**src/rtl/gm_pkg.sv**
```systemverilog
// Shared types, default sizes and helpers for the gold-miner status logic.
package gm_pkg;

   typedef enum logic [2:0] {
      IDLE   = 3'd0,
      RUN    = 3'd1,
      PAUSED = 3'd2,
      WON    = 3'd3,
      LOST   = 3'd4
   } state_t;

   localparam int DEF_TICK_DIV   = 50000000;
   localparam int DEF_TIME_W     = 7;
   localparam int DEF_TIME_LIMIT = 60;
   localparam int DEF_SCORE_W    = 12;
   localparam int DEF_ADD_W      = 8;
   localparam int DEF_LEVEL_W    = 4;

   // min(a + b, 2^w - 1) for w <= 32
   function automatic logic [31:0] sat_add(
      input logic [31:0] a,
      input logic [31:0] b,
      input int          w
   );
      logic [32:0] s;
      logic [32:0] m;
      s = {1'b0, a} + {1'b0, b};
      m = (33'd1 << w) - 33'd1;
      return (s > m) ? m[31:0] : s[31:0];
   endfunction

endpackage

```
**src/rtl/level_status_tracker_if.sv**
```systemverilog
// Game-logic/HUD side bundle of the level status tracker.
interface level_status_tracker_if #(
   parameter int TIME_W  = gm_pkg::DEF_TIME_W,
   parameter int SCORE_W = gm_pkg::DEF_SCORE_W,
   parameter int ADD_W   = gm_pkg::DEF_ADD_W,
   parameter int LEVEL_W = gm_pkg::DEF_LEVEL_W
) ();

   logic               start;
   logic               pause;
   logic               add_valid;
   logic [ADD_W-1:0]   add_value;
   logic               bonus_valid;
   logic [TIME_W-1:0]  bonus_time;
   logic [SCORE_W-1:0] target_score;
   logic [SCORE_W-1:0] score;
   logic [TIME_W-1:0]  time_remain;
   logic [LEVEL_W-1:0] level;
   logic [2:0]         state;
   logic               tick;
   logic               level_won;
   logic               time_up;

   modport master (
      output start, pause, add_valid, add_value,
      output bonus_valid, bonus_time, target_score,
      input  score, time_remain, level, state,
      input  tick, level_won, time_up
   );

   modport slave (
      input  start, pause, add_valid, add_value,
      input  bonus_valid, bonus_time, target_score,
      output score, time_remain, level, state,
      output tick, level_won, time_up
   );

endinterface

```
**src/rtl/tick_prescaler.sv**
```systemverilog
// Counts enabled cycles 0..TICK_DIV-1 and pulses tick on the wrap cycle.
module tick_prescaler #(
   parameter int TICK_DIV = 4
) (
   input  logic clk,
   input  logic resetn,
   input  logic enable,
   input  logic clear,
   output logic tick
);

   localparam int CW = $clog2(TICK_DIV);
   localparam logic [CW-1:0] LAST = CW'(TICK_DIV - 1);

   logic [CW-1:0] cnt_q;

   assign tick = enable && (cnt_q == LAST);

   always_ff @(posedge clk or negedge resetn) begin
      if (!resetn) begin
         cnt_q <= '0;
      end else if (clear || tick) begin
         cnt_q <= '0;
      end else if (enable) begin
         cnt_q <= cnt_q + CW'(1);
      end
   end

endmodule

```
**src/rtl/level_status_tracker.sv**
```systemverilog
// Per-level score, countdown timer and level counter for the gold-miner game.
module level_status_tracker
   import gm_pkg::*;
#(
   parameter int TICK_DIV   = DEF_TICK_DIV,
   parameter int TIME_W     = DEF_TIME_W,
   parameter int TIME_LIMIT = DEF_TIME_LIMIT,
   parameter int SCORE_W    = DEF_SCORE_W,
   parameter int ADD_W      = DEF_ADD_W,
   parameter int LEVEL_W    = DEF_LEVEL_W
) (
   input logic clk,
   input logic resetn,
   level_status_tracker_if.slave bus
);

   localparam int TW1 = TIME_W + 1;
   localparam logic [TIME_W-1:0] T_LOAD = TIME_W'(TIME_LIMIT);

   state_t st_q, st_d;
   logic [SCORE_W-1:0] score_q, score_d, score_add;
   logic [TIME_W-1:0]  time_q, time_d, time_new;
   logic [LEVEL_W-1:0] level_q, level_d;
   logic [TW1-1:0]     t_sum, t_dec;
   logic               tick, run, active, go, win;

   assign run    = (st_q == RUN);
   assign active = run || (st_q == PAUSED);
   assign go     = bus.start && !active;

   tick_prescaler #(.TICK_DIV(TICK_DIV)) u_pre (
      .clk    (clk),
      .resetn (resetn),
      .enable (run),
      .clear  (go),
      .tick   (tick)
   );

   assign score_add = bus.add_valid
      ? SCORE_W'(sat_add(32'(score_q), 32'(bus.add_value), SCORE_W))
      : score_q;
   assign win = (score_add >= bus.target_score);

   // bonus lands before the tick's decrement, so a last-second bonus saves the level
   assign t_sum = {1'b0, time_q}
      + (bus.bonus_valid ? {1'b0, bus.bonus_time} : '0);
   assign t_dec = (tick && t_sum != '0) ? t_sum - TW1'(1) : t_sum;
   assign time_new = t_dec[TIME_W] ? '1 : t_dec[TIME_W-1:0];

   always_comb begin
      st_d    = st_q;
      score_d = score_q;
      time_d  = time_q;
      level_d = level_q;
      unique case (st_q)
         IDLE: begin
            if (bus.start) begin
               st_d   = RUN;
               time_d = T_LOAD;
            end
         end
         RUN: begin
            score_d = score_add;
            time_d  = time_new;
            if (win)                st_d = WON;
            else if (time_q == '0)  st_d = LOST;
            else if (bus.pause)     st_d = PAUSED;
         end
         PAUSED: begin
            score_d = score_add;
            time_d  = time_new;
            if (!bus.pause) st_d = RUN;
         end
         WON: begin
            if (bus.start) begin
               st_d    = RUN;
               time_d  = T_LOAD;
               level_d = LEVEL_W'(sat_add(32'(level_q), 32'd1, LEVEL_W));
            end
         end
         LOST: begin
            if (bus.start) begin
               st_d    = RUN;
               time_d  = T_LOAD;
               score_d = '0;
               level_d = LEVEL_W'(1);
            end
         end
         default: st_d = IDLE;
      endcase
   end

   always_ff @(posedge clk or negedge resetn) begin
      if (!resetn) begin
         st_q    <= IDLE;
         score_q <= '0;
         time_q  <= T_LOAD;
         level_q <= LEVEL_W'(1);
      end else begin
         st_q    <= st_d;
         score_q <= score_d;
         time_q  <= time_d;
         level_q <= level_d;
      end
   end

   assign bus.score       = score_q;
   assign bus.time_remain = time_q;
   assign bus.level       = level_q;
   assign bus.state       = st_q;
   assign bus.tick        = tick;
   assign bus.level_won   = (st_q == WON);
   assign bus.time_up     = (st_q == LOST);

endmodule
```
**src/flat_wrapper.sv**
```systemverilog
// flat-port wrapper written by rule: the top's interface ports become plain ports
module level_status_tracker_flat import gm_pkg::*;
#(
   parameter int TICK_DIV   = DEF_TICK_DIV,
   parameter int TIME_W     = DEF_TIME_W,
   parameter int TIME_LIMIT = DEF_TIME_LIMIT,
   parameter int SCORE_W    = DEF_SCORE_W,
   parameter int ADD_W      = DEF_ADD_W,
   parameter int LEVEL_W    = DEF_LEVEL_W
)
  (clk, resetn, bus_start, bus_pause, bus_add_valid, bus_add_value, bus_bonus_valid, bus_bonus_time, bus_target_score, bus_score, bus_time_remain, bus_level, bus_state, bus_tick, bus_level_won, bus_time_up);
  level_status_tracker_if #(.TIME_W(TIME_W), .SCORE_W(SCORE_W), .ADD_W(ADD_W), .LEVEL_W(LEVEL_W)) bus_i ();
  input logic clk;
  input logic resetn;
  input wire logic [$bits(bus_i.start)-1:0] bus_start;
  input wire logic [$bits(bus_i.pause)-1:0] bus_pause;
  input wire logic [$bits(bus_i.add_valid)-1:0] bus_add_valid;
  input wire logic [$bits(bus_i.add_value)-1:0] bus_add_value;
  input wire logic [$bits(bus_i.bonus_valid)-1:0] bus_bonus_valid;
  input wire logic [$bits(bus_i.bonus_time)-1:0] bus_bonus_time;
  input wire logic [$bits(bus_i.target_score)-1:0] bus_target_score;
  output wire logic [$bits(bus_i.score)-1:0] bus_score;
  output wire logic [$bits(bus_i.time_remain)-1:0] bus_time_remain;
  output wire logic [$bits(bus_i.level)-1:0] bus_level;
  output wire logic [$bits(bus_i.state)-1:0] bus_state;
  output wire logic [$bits(bus_i.tick)-1:0] bus_tick;
  output wire logic [$bits(bus_i.level_won)-1:0] bus_level_won;
  output wire logic [$bits(bus_i.time_up)-1:0] bus_time_up;
  assign bus_i.start = bus_start;
  assign bus_i.pause = bus_pause;
  assign bus_i.add_valid = bus_add_valid;
  assign bus_i.add_value = bus_add_value;
  assign bus_i.bonus_valid = bus_bonus_valid;
  assign bus_i.bonus_time = bus_bonus_time;
  assign bus_i.target_score = bus_target_score;
  assign bus_score = bus_i.score;
  assign bus_time_remain = bus_i.time_remain;
  assign bus_level = bus_i.level;
  assign bus_state = bus_i.state;
  assign bus_tick = bus_i.tick;
  assign bus_level_won = bus_i.level_won;
  assign bus_time_up = bus_i.time_up;
  level_status_tracker #(.TICK_DIV(TICK_DIV), .TIME_W(TIME_W), .TIME_LIMIT(TIME_LIMIT), .SCORE_W(SCORE_W), .ADD_W(ADD_W), .LEVEL_W(LEVEL_W)) u_core (.clk(clk), .resetn(resetn), .bus(bus_i));
endmodule
```
**config.mk**
```make
export PLATFORM = sky130hd
export DESIGN_NAME = level_status_tracker_flat
export DESIGN_NICKNAME = d
export VERILOG_FILES = /design/src/rtl/gm_pkg.sv /design/src/rtl/level_status_tracker_if.sv /design/src/rtl/tick_prescaler.sv /design/src/rtl/level_status_tracker.sv /design/src/flat_wrapper.sv
export SDC_FILE = /design/constraint.sdc
export NUM_CORES = 1
export LEC_CHECK = 0
export BUFFER_PORTS_ARGS = -buffer_cell sky130_fd_sc_hd__buf_2
export CAP_MARGIN = 20
export CORE_ASPECT_RATIO = 1.75
export CORE_UTILIZATION = 40
export CTS_CLUSTER_SIZE = 8
export DETAILED_ROUTE_END_ITERATION = 8
export SLEW_MARGIN = 10
export SYNTH_ARGS = -nofsm -noshare
export SYNTH_HDL_FRONTEND = slang
export SYNTH_HIERARCHICAL = 1
export SYNTH_SLANG_ARGS = --single-unit
export TNS_END_PERCENT = 30
```
**constraint.sdc**
```tcl
create_clock -name clk -period 7.32 [get_ports clk]
set_clock_uncertainty 0.2 [all_clocks]
set_input_delay 1.464 -clock clk [delete_from_list [all_inputs] [get_ports clk]]
set_output_delay 1.464 -clock clk [all_outputs]
set_load 0.01 [all_outputs]
```
==> flow_summary.yaml, run 1 <==
outcome:
  status: "completed"
clocking:
  htree_levels: 2
  post_cts_buffers: 0
  cts_resized: 0
  clk_latency_ns: 0.29
  clockBufferDepth: 2
  path_clk_slew_ns: 0.07
  cts_hold_buffers: 0
  clkSinkCount: 52
  cts_tree: "built"
  cts_buffers: 5
  cts_root_buffer: "clkbuf_16"
setup_path:
  max_stage_delay_ns: 0.42
  cp-endpoint: "u_core/bus.state[2]"
  reg2reg_depth: 17
  rr_endpoint: "u_core/bus.state[2]"
  cp.required_ns: 7.30
  worst-path-max-fanout: 7
  path_common_cell: "ha_1"
  crit_arrival_ns: 5.15
  reg2reg_slack_ns: 2.95
  path_class: "in -> reg"
  r2r_start: "u_core/bus.score[0]"
  cpMaxStageDelayCell: "a21boi_0"
  startpoint: "bus_add_value[0]"
  start_kind: "primary input"
  endpoint_kind: "register"
  cp_cell_sequence: "buf_2, ha_1, inv_1, fa_1, nor2b_1, o21ai_0, a21boi_0, o2111ai_1, nand2_1, o22ai_1, ha_1, nand2b_1, a21o_1, a211oi_1, o31ai_1, nand3_1, a32oi_1, o41ai_1"
logic_synthesis:
  synth_top_family_by_area: "simple AND/OR/NAND/NOR gates"
  synthCells: 486
  synthMuxAreaShare_pct: 2.314
  syn-num-nets: 553
  syn-cell-area_sq_mm: 0.004163
  yosysSeqAreaShare_pct: 31.41
  synthAdderAreaFrac_pct: 10.58
  synth_ff_type: "dfrtp_1"
  yosys.area_share.simple_pct: 25.73
  synth_compound_area_share_pct: 20.29
  synthArstFlopShare_pct: 100.0
  synth-seq-cells: 52
  synth_xor_area_share_pct: 4.839
  synth_area_per_cell_sq_um: 8.565
  synth-edff-count: 0
  ys_warn_count: 6
  synthDistinctLibCells: 67
layout:
  ff_latch_area_sq_mm: 0.001308
  final_cell_mix: "buf_2, nor2_1, dfrtp_1"
  antenna_cells: 0
  stdcell_count: 663
  drive_gt1_share_pct: 19.14
  nets: 604
  fill_cells: 1016
  flow.area_growth_from_synthesis_pct: 12.44
  final_common_cell: "buf_2"
  multi_input_area_sq_mm: 0.002654
sta:
  fmaxAchievable_mhz: 193.5
  drv_slew: 0
  hold_viol: 0
  whs_ns: 0.3443
  rsz0062_at_grt: "false"
  worst_slew_pin_slew_ns: 0.9527
  tns_ns: 0
  fin_crit_sh_pct: 70.62
  min_period_ns: 5.169
  maxSlewHeadroom_pct: 36.49
  setup_viol: 0
grt:
  grt_overflow: 0
  grt_pass1_wl_mm: 17.33
  grt_max_degree: 53
  grt_pass1_vias: 3727
  antenna_found_initial: 0
  grtUsageTotal_pct: 20.40
placement:
  numPortBuffers: 61
  dp_hpwl_mm: 8.251
  place_congestion: 0.8731
  dp.cells: 655
power_and_ir_drop:
  powerDensity_mw_per_mm2: 333.5
  ir_drop_mv: 0.1493
  power_mw: 1.561
  p_leak_nw: 2.093
die:
  core-area_sq_mm: 0.009970
  die_height_um: 137.0
  die_x_um: 79.12
  pin_count: 62
  fp-row-count: 48
  initial_core_util_pct: 41.75
  die-area_sq_mm: 0.01083
routing:
  drcViolationCount: 0
  ant_nets: 0
  vias: 3760
  routed_via_density: 5.671
  drt_wl_total_mm: 10.52
  firstDrtPassIters: 4
  drt_iter0_drc: 144
  wl_per_cell_um: 15.87
min_path:
  hp-class: "reg -> reg"
job:
  maxCapViolations: 0
## registers in the layout (all words and copies together), names as in the netlist
register	count
u_core/bus.level	4
u_core/bus.score	12
u_core/bus.state	3
u_core/bus.time_remain	7
u_core/u_pre/cnt_q	26
## kinds of logic (layout without fill, tap and decap cells)
| group | Yosys count | after routing |
|---|---|---|
| xor+xnor | 23 | 23 |
| mux | 9 | 9 |
| compound gates | 125 | 125 |
| buf+inv | 47 | 99 |
| fa+ha+maj | 34 | 34 |
| flops | 52 | 52 |
| simple gates | 196 | 196 |
## how the worst min path moves through the flow
| stage | endpoint | from | slack (ns) | depth (start not counted) |
|---|---|---|---|---|
| after floorplan | u_core/u_pre/cnt_q[1] | u_core/u_pre/cnt_q[1] | 0.30 | 2 |
| after global routing | u_core/bus.time_remain[5] | u_core/bus.time_remain[5] | 0.36 | 1 |
| after CTS | u_core/u_pre/cnt_q[25] | u_core/u_pre/cnt_q[25] | 0.35 | 2 |
| after detailed placement | u_core/bus.time_remain[5] | u_core/bus.time_remain[5] | 0.33 | 1 |
| after global placement | u_core/u_pre/cnt_q[25] | u_core/u_pre/cnt_q[25] | 0.32 | 2 |
| final | u_core/u_pre/cnt_q[25] | u_core/u_pre/cnt_q[25] | 0.34 | 2 |
## area by class of cell
cell class                      instances  area share [%]
Inverter                               28           2.245
Sequential cell                        52           27.93
Multi-Input combinational cell        387           56.70
Clock inverter                          1          0.1069
Tap cell                              125           3.341
Clock buffer                            7           2.833
Timing Repair Buffer                   63           6.843
## critical path, delay by kind of cell
kind	cells	cell delay (ns)
compound gates	9	2.07
simple gates	4	0.68
buf+inv	2	0.14
fa+ha+maj	3	0.81
## layer usage
layer / up-vias / share of wire [%] / global-route usage (%)
met5: - / 0 / 0
met2: 79 / 56 / 39.32
met3: 10 / 3.6 / 3.133
li1: 1866 / - / -
met1: 1805 / 39 / 21.93
met4: 0 / 1.6 / 7.071
## report_power, final
group	internal (mW)	switching (mW)	total, mW
logic	0.354	0.508	0.862
clock network	0.127	0.104	0.231
registers	0.369	0.0994	0.468
total	0.850	0.711	1.56
## cell usage after synthesis (7+ instances only)
| master | instances | area, sq um |
|---|---|---|
| dfrtp_1 | 47 | 1176 |
| o31ai_1 | 9 | 67.56 |
| clkbuf_1 | 11 | 41.29 |
| nand4_1 | 14 | 87.58 |
| nand2b_1 | 7 | 43.79 |
| nor2_1 | 51 | 191.4 |
| ha_1 | 32 | 400.4 |
| nand2_1 | 38 | 142.6 |
| xor2_1 | 10 | 87.58 |
| inv_1 | 28 | 105.1 |
| and2_1 | 13 | 81.33 |
| o21ai_0 | 28 | 140.1 |
| or3_1 | 8 | 50.05 |
| a21oi_1 | 34 | 170.2 |
| nand3_1 | 13 | 65.06 |
| nor3_1 | 11 | 55.05 |
| xnor2_1 | 13 | 113.9 |
| a21o_1 | 8 | 60.06 |
## metrics by stage
| stage | setup WS, ns | utilization [%] | cell area [sq um] |
|---|---|---|---|
| floorplan | 2.461 | - | 4163 |
| global placement | 2.070 | 45.57 | 4543 |
| detailed placement | 1.912 | 45.57 | 4543 |
| CTS | 2.210 | 46.95 | 4681 |
| global route | 1.808 | 46.95 | 4681 |
| finish | 2.151 | 46.95 | 4681 |
(Power assumes the default switching activity.)
==> run 2: changes to the inputs <==
==> constraint.sdc (replaced) <==
create_clock -name clk -period 4.25 [get_ports clk]
set_clock_uncertainty 0.2 [all_clocks]
set_input_delay 0.85 -clock clk [delete_from_list [all_inputs] [get_ports clk]]
set_output_delay 0.85 -clock clk [all_outputs]
set_load 0.01 [all_outputs]
==> flow_summary.yaml, run 2 (same netlist as run 1, synthesis figures left out) <==
setup_path:
  cp.required_ns: 4.23
  reg2reg_depth: 17
  crit_arrival_ns: 3.99
  endpoint_kind: "register"
  worst-path-max-fanout: 3
  path_class: "in -> reg"
  startpoint: "bus_add_value[0]"
  r2r_start: "u_core/bus.score[0]"
  start_kind: "primary input"
placement:
  place_congestion: 0.8649
  dp_hpwl_mm: 8.443
  place_ws_ns: -0.04508
  numPortBuffers: 61
  dp.cells: 663
routing:
  drt_wl_total_mm: 10.84
  ant_nets: 0
  drt_iter0_drc: 168
  firstDrtPassIters: 6
  wl_per_cell_um: 16.15
  drcViolationCount: 0
  routed_via_density: 5.732
  vias: 3846
layout:
  final_common_cell: "buf_2"
  final_cell_mix: "buf_2, nor2_1, dfrtp_1"
  nets: 612
  ff_latch_area_sq_mm: 0.001308
  antenna_cells: 0
  stdcell_count: 671
  fill_cells: 1001
  multi_input_area_sq_mm: 0.002654
  flow.area_growth_from_synthesis_pct: 13.98
  drive_gt1_share_pct: 20.51
  top_register: "u_core/u_pre/cnt_q"
  largest_reg_flops: 26
die:
  fp-row-count: 48
  die_x_um: 79.12
  die-area_sq_mm: 0.01083
  core-area_sq_mm: 0.009970
  die_height_um: 137.0
  initial_core_util_pct: 41.75
  pin_count: 62
grt:
  grtUsageTotal_pct: 20.75
  grt_pass1_wl_mm: 17.62
  grt_max_degree: 35
  grt_pass1_vias: 3707
  antenna_found_initial: 0
  grt_overflow: 0
power_and_ir_drop:
  switchingPower_mw: 1.251
  p_leak_nw: 2.131
  powerDensity_mw_per_mm2: 578.5
  internal-power_mw: 1.494
  comb_power_share_pct: 56.0
  ir_drop_mv: 0.2199
  swShare_pct: 45.58
  p_seq_share_pct: 29.4
  clock_power_share_pct: 14.6
sta:
  fin_ws_ns: 0.2444
  fin_crit_sh_pct: 94.25
  worst_slew_pin_slew_ns: 0.9775
  rsz0062_at_grt: "false"
  maxSlewHeadroom_pct: 34.83
  hold_viol: 0
  min_period_ns: 4.006
  setup_viol: 0
  fmaxAchievable_mhz: 249.7
  drv_slew: 0
min_path:
  hp-class: "reg -> reg"
  min-delay-start: "u_core/bus.time_remain[5]"
  hold_depth: 1
clocking:
  cts_tree: "built"
  clk_latency_ns: 0.29
  cts_hold_buffers: 0
  path_clk_slew_ns: 0.07
  cts_buffers: 5
  clockBufferDepth: 2
  clkSinkCount: 52
  htree_levels: 2
  post_cts_buffers: 0
  cts_root_buffer: "clkbuf_16"
  cts_resized: 0
outcome:
  status: "completed"
job:
  maxCapViolations: 0
==> run 2: stage by stage <==
step / hold slack (ns) / area, sq um / utilization, % / total power, mW / setup TNS (ns)
5_1_grt: 0.3665 / 4745 / 47.59 / 2.982 / 0
3_5_place_dp: 0.3319 / 4603 / 46.17 / 2.349 / -0.06308
4_1_cts: 0.3467 / 4745 / 47.59 / 2.767 / 0
2_1_floorplan: 0.3049 / 4163 / - / 1.883 / 0
3_3_place_gp: 0.3268 / 4603 / 46.17 / 2.305 / 0
6_report: 0.3466 / 4745 / 47.59 / 2.745 / 0
==> run 2: final cells by class <==
| class | instances | share of cell area, % |
|---|---|---|
| clock inverters | 2 | 0.2637 |
| repair buffers | 71 | 8.017 |
| well taps | 125 | 3.296 |
| clock buffers | 6 | 2.716 |
| multi-input cells | 387 | 55.93 |
| inverters | 28 | 2.215 |
| flip-flops and latches | 52 | 27.56 |
==> run 2: power groups by stage <==
stage               clock network, mW  logic [mW]  registers, mW
floorplan                           0        1.07          0.811
global placement                    0        1.49          0.812
detailed placement                  0        1.53          0.819
CTS                             0.416        1.54          0.809
global route                    0.436        1.71          0.832
finish                          0.401        1.54          0.806
==> run 2: layer usage <==
metal	wire length (um)	vias to the layer above	GRT usage [%]
li1	-	1882	-
met1	4366	1865	22.81
met2	5879	80	39.42
met3	337	19	2.800
met4	257	0	7.778
met5	0	-	0
==> run 2: path summary, 6_finish.rpt <==
| check | end | slack (ns) |
|---|---|---|
| max | u_core/bus.state[2] | 0.24 |
| min | u_core/bus.time_remain[5] | 0.35 |
| max reg2reg | u_core/bus.state[2] | 0.44 |
| min reg2reg | u_core/bus.time_remain[5] | 0.35 |
| max in group asynchronous | u_core/bus.level[0] | 2.59 |
| min in group asynchronous | u_core/u_pre/cnt_q[13] | 0.43 |
==> run 2: worst max-delay path: stages <==
cell       delay, ns
buf_2           0.08
ha_1            0.15
inv_1           0.05
fa_1            0.37
nor2b_1         0.16
o21ai_0         0.12
a21boi_0        0.25
o2111ai_1       0.18
nand2_1         0.15
o22ai_1         0.11
ha_1            0.27
nand2b_1        0.14
a21o_1          0.17
a211oi_1        0.26
o31ai_1         0.11
nand3_1         0.09
a32oi_1         0.15
o41ai_1         0.33
==> run 3: changes to the inputs <==
--- a/config.mk
+++ b/config.mk
@@ -6,7 +6,6 @@
 export NUM_CORES = 1
 export LEC_CHECK = 0
 export BUFFER_PORTS_ARGS = -buffer_cell sky130_fd_sc_hd__buf_2
-export CAP_MARGIN = 20
 export CORE_ASPECT_RATIO = 1.75
 export CORE_UTILIZATION = 40
 export CTS_CLUSTER_SIZE = 8
==> constraint.sdc (replaced) <==
create_clock -name clk -period 4.65 [get_ports clk]
set_clock_uncertainty 0.2 [all_clocks]
set_input_delay 0.93 -clock clk [delete_from_list [all_inputs] [get_ports clk]]
set_output_delay 0.93 -clock clk [all_outputs]
set_load 0.01 [all_outputs]
==> flow_summary.yaml, run 3 (same netlist as run 1, synthesis figures left out) <==
routing:
  ant_nets: 0
  drt_wl_total_mm: 10.64
  wl_met3_um: 403
  met2_length_mm: 5.727
  met1_length_mm: 4.221
  vias: 3795
  drt_iter0_drc: 179
  dr.max_layer_used: "met4"
  wl_per_cell_um: 15.97
  routed_via_density: 5.698
  drcViolationCount: 0
  firstDrtPassIters: 5
die:
  die-area_sq_mm: 0.01083
  core-area_sq_mm: 0.009970
  die_x_um: 79.12
  pin_count: 62
  die_height_um: 137.0
  initial_core_util_pct: 41.75
  fp-row-count: 48
min_path:
  min-delay-start: "u_core/bus.time_remain[5]"
  hold_end: "u_core/bus.time_remain[5]"
  hp-class: "reg -> reg"
  hold_depth: 1
sta:
  setup_viol: 0
  maxSlewHeadroom_pct: 35.43
  fmaxAchievable_mhz: 237.8
  worst_slew_pin_slew_ns: 0.9685
  drv_slew: 0
  whs_ns: 0.3422
  min_period_ns: 4.206
  rsz0062_at_grt: "false"
  tns_ns: 0
  hold_viol: 0
  fin_ws_ns: 0.4442
  fin_crit_sh_pct: 90.45
grt:
  grtUsageTotal_pct: 21.00
  grt_max_degree: 36
  grt_pass1_wl_mm: 17.95
  grt_overflow: 0
  antenna_found_initial: 0
  grt_pass1_vias: 3884
power_and_ir_drop:
  powerDensity_mw_per_mm2: 538.8
  p_seq_share_pct: 28.8
  p_leak_nw: 2.120
  power_mw: 2.552
  switchingPower_mw: 1.147
  comb_power_share_pct: 54.2
  internal-power_mw: 1.405
  ir_drop_mv: 0.2206
  swShare_pct: 44.94
  clock_power_share_pct: 17.0
setup_path:
  path_class: "in -> reg"
  startpoint: "bus_add_value[0]"
  endpoint_kind: "register"
  worst-path-max-fanout: 6
  reg2reg_slack_ns: 0.72
  rr_endpoint: "u_core/bus.state[2]"
  cp.required_ns: 4.64
  start_kind: "primary input"
  reg2reg_depth: 17
  crit_arrival_ns: 4.20
  r2r_start: "u_core/bus.score[0]"
layout:
  nets: 607
  ff_latch_area_sq_mm: 0.001308
  top_register: "u_core/u_pre/cnt_q"
  flow.area_growth_from_synthesis_pct: 13.80
  final_util_pct: 47.52
  multi_input_area_sq_mm: 0.002654
  drive_gt1_share_pct: 19.96
  final_cell_mix: "buf_2, nor2_1, dfrtp_1"
  final_common_cell: "buf_2"
  fill_cells: 1048
  largest_reg_flops: 26
  antenna_cells: 0
clocking:
  cts_root_buffer: "clkbuf_16"
  clkSinkCount: 52
  cts_tree: "built"
  clockBufferDepth: 2
  path_clk_slew_ns: 0.08
  clk_latency_ns: 0.30
  cts_hold_buffers: 0
  cts_buffers: 5
  post_cts_buffers: 0
  htree_levels: 2
  cts_resized: 0
placement:
  place_congestion: 0.8490
  place_ws_ns: 0.1748
  dp_hpwl_mm: 8.379
  numPortBuffers: 61
job:
  maxCapViolations: 0
outcome:
  status: "completed"
[run 3: changes by cell type in the layout (fill, tap and decap cells not counted)]
| cell | change |
|---|---|
| buf_4 | -5 |
| bufinv_16 | +1 |
| clkbuf_1 | -1 |
| clkinv_2 | -1 |
| inv_6 | +1 |
[run 3: cell type report]
type / count / area share, %
well taps: 125 / 3.302
repair buffers: 66 / 7.237
flip-flops and latches: 52 / 27.60
inverters: 28 / 2.219
clock buffers: 5 / 2.641
multi-input cells: 387 / 56.02
clock inverters: 3 / 0.9773
[run 3: worst max-delay path, stage by stage]
cell,delay (ns)
buf_2,0.08
ha_1,0.15
inv_1,0.05
fa_1,0.37
nor2b_1,0.14
o21ai_0,0.12
a21boi_0,0.27
o2111ai_1,0.18
nand2_1,0.20
o22ai_1,0.13
ha_1,0.27
nand2b_1,0.14
a21o_1,0.17
a211oi_1,0.27
o31ai_1,0.12
nand3_1,0.09
a32oi_1,0.14
o41ai_1,0.36
[run 3: metal layers]
metal	vias to the layer above	track usage (%)
met4	0	8.788
met3	17	3.667
met1	1834	22.23
met2	69	39.85
li1	1875	-
met5	-	0
[run 3: power groups by stage]
| stage | clock [mW] | combinational [mW] | sequential [mW] |
|---|---|---|---|
| 3_5_place_dp | 0 | 1.37 | 0.750 |
| 5_1_grt | 0.463 | 1.55 | 0.760 |
| 2_1_floorplan | 0 | 0.980 | 0.741 |
| 4_1_cts | 0.445 | 1.38 | 0.742 |
| 3_3_place_gp | 0 | 1.34 | 0.741 |
| 6_report | 0.434 | 1.38 | 0.735 |
[run 3: metrics by stage]
stage          cell area [sq um]  instances
2_1_floorplan               4163        486
5_1_grt                     4737        666
3_3_place_gp                4566        658
4_1_cts                     4737        666
6_report                    4737        666
3_5_place_dp                4566        658
[run 3: how the worst max path moves through the flow]
stage	slack, ns	cells past startpoint	end
after floorplan	0.33	17	u_core/bus.state[0]
after global placement	0.30	18	u_core/bus.state[2]
after detailed placement	0.17	18	u_core/bus.state[2]
after CTS	0.48	18	u_core/bus.state[2]
after global routing	0.08	18	u_core/bus.state[2]
final	0.44	18	u_core/bus.state[2]
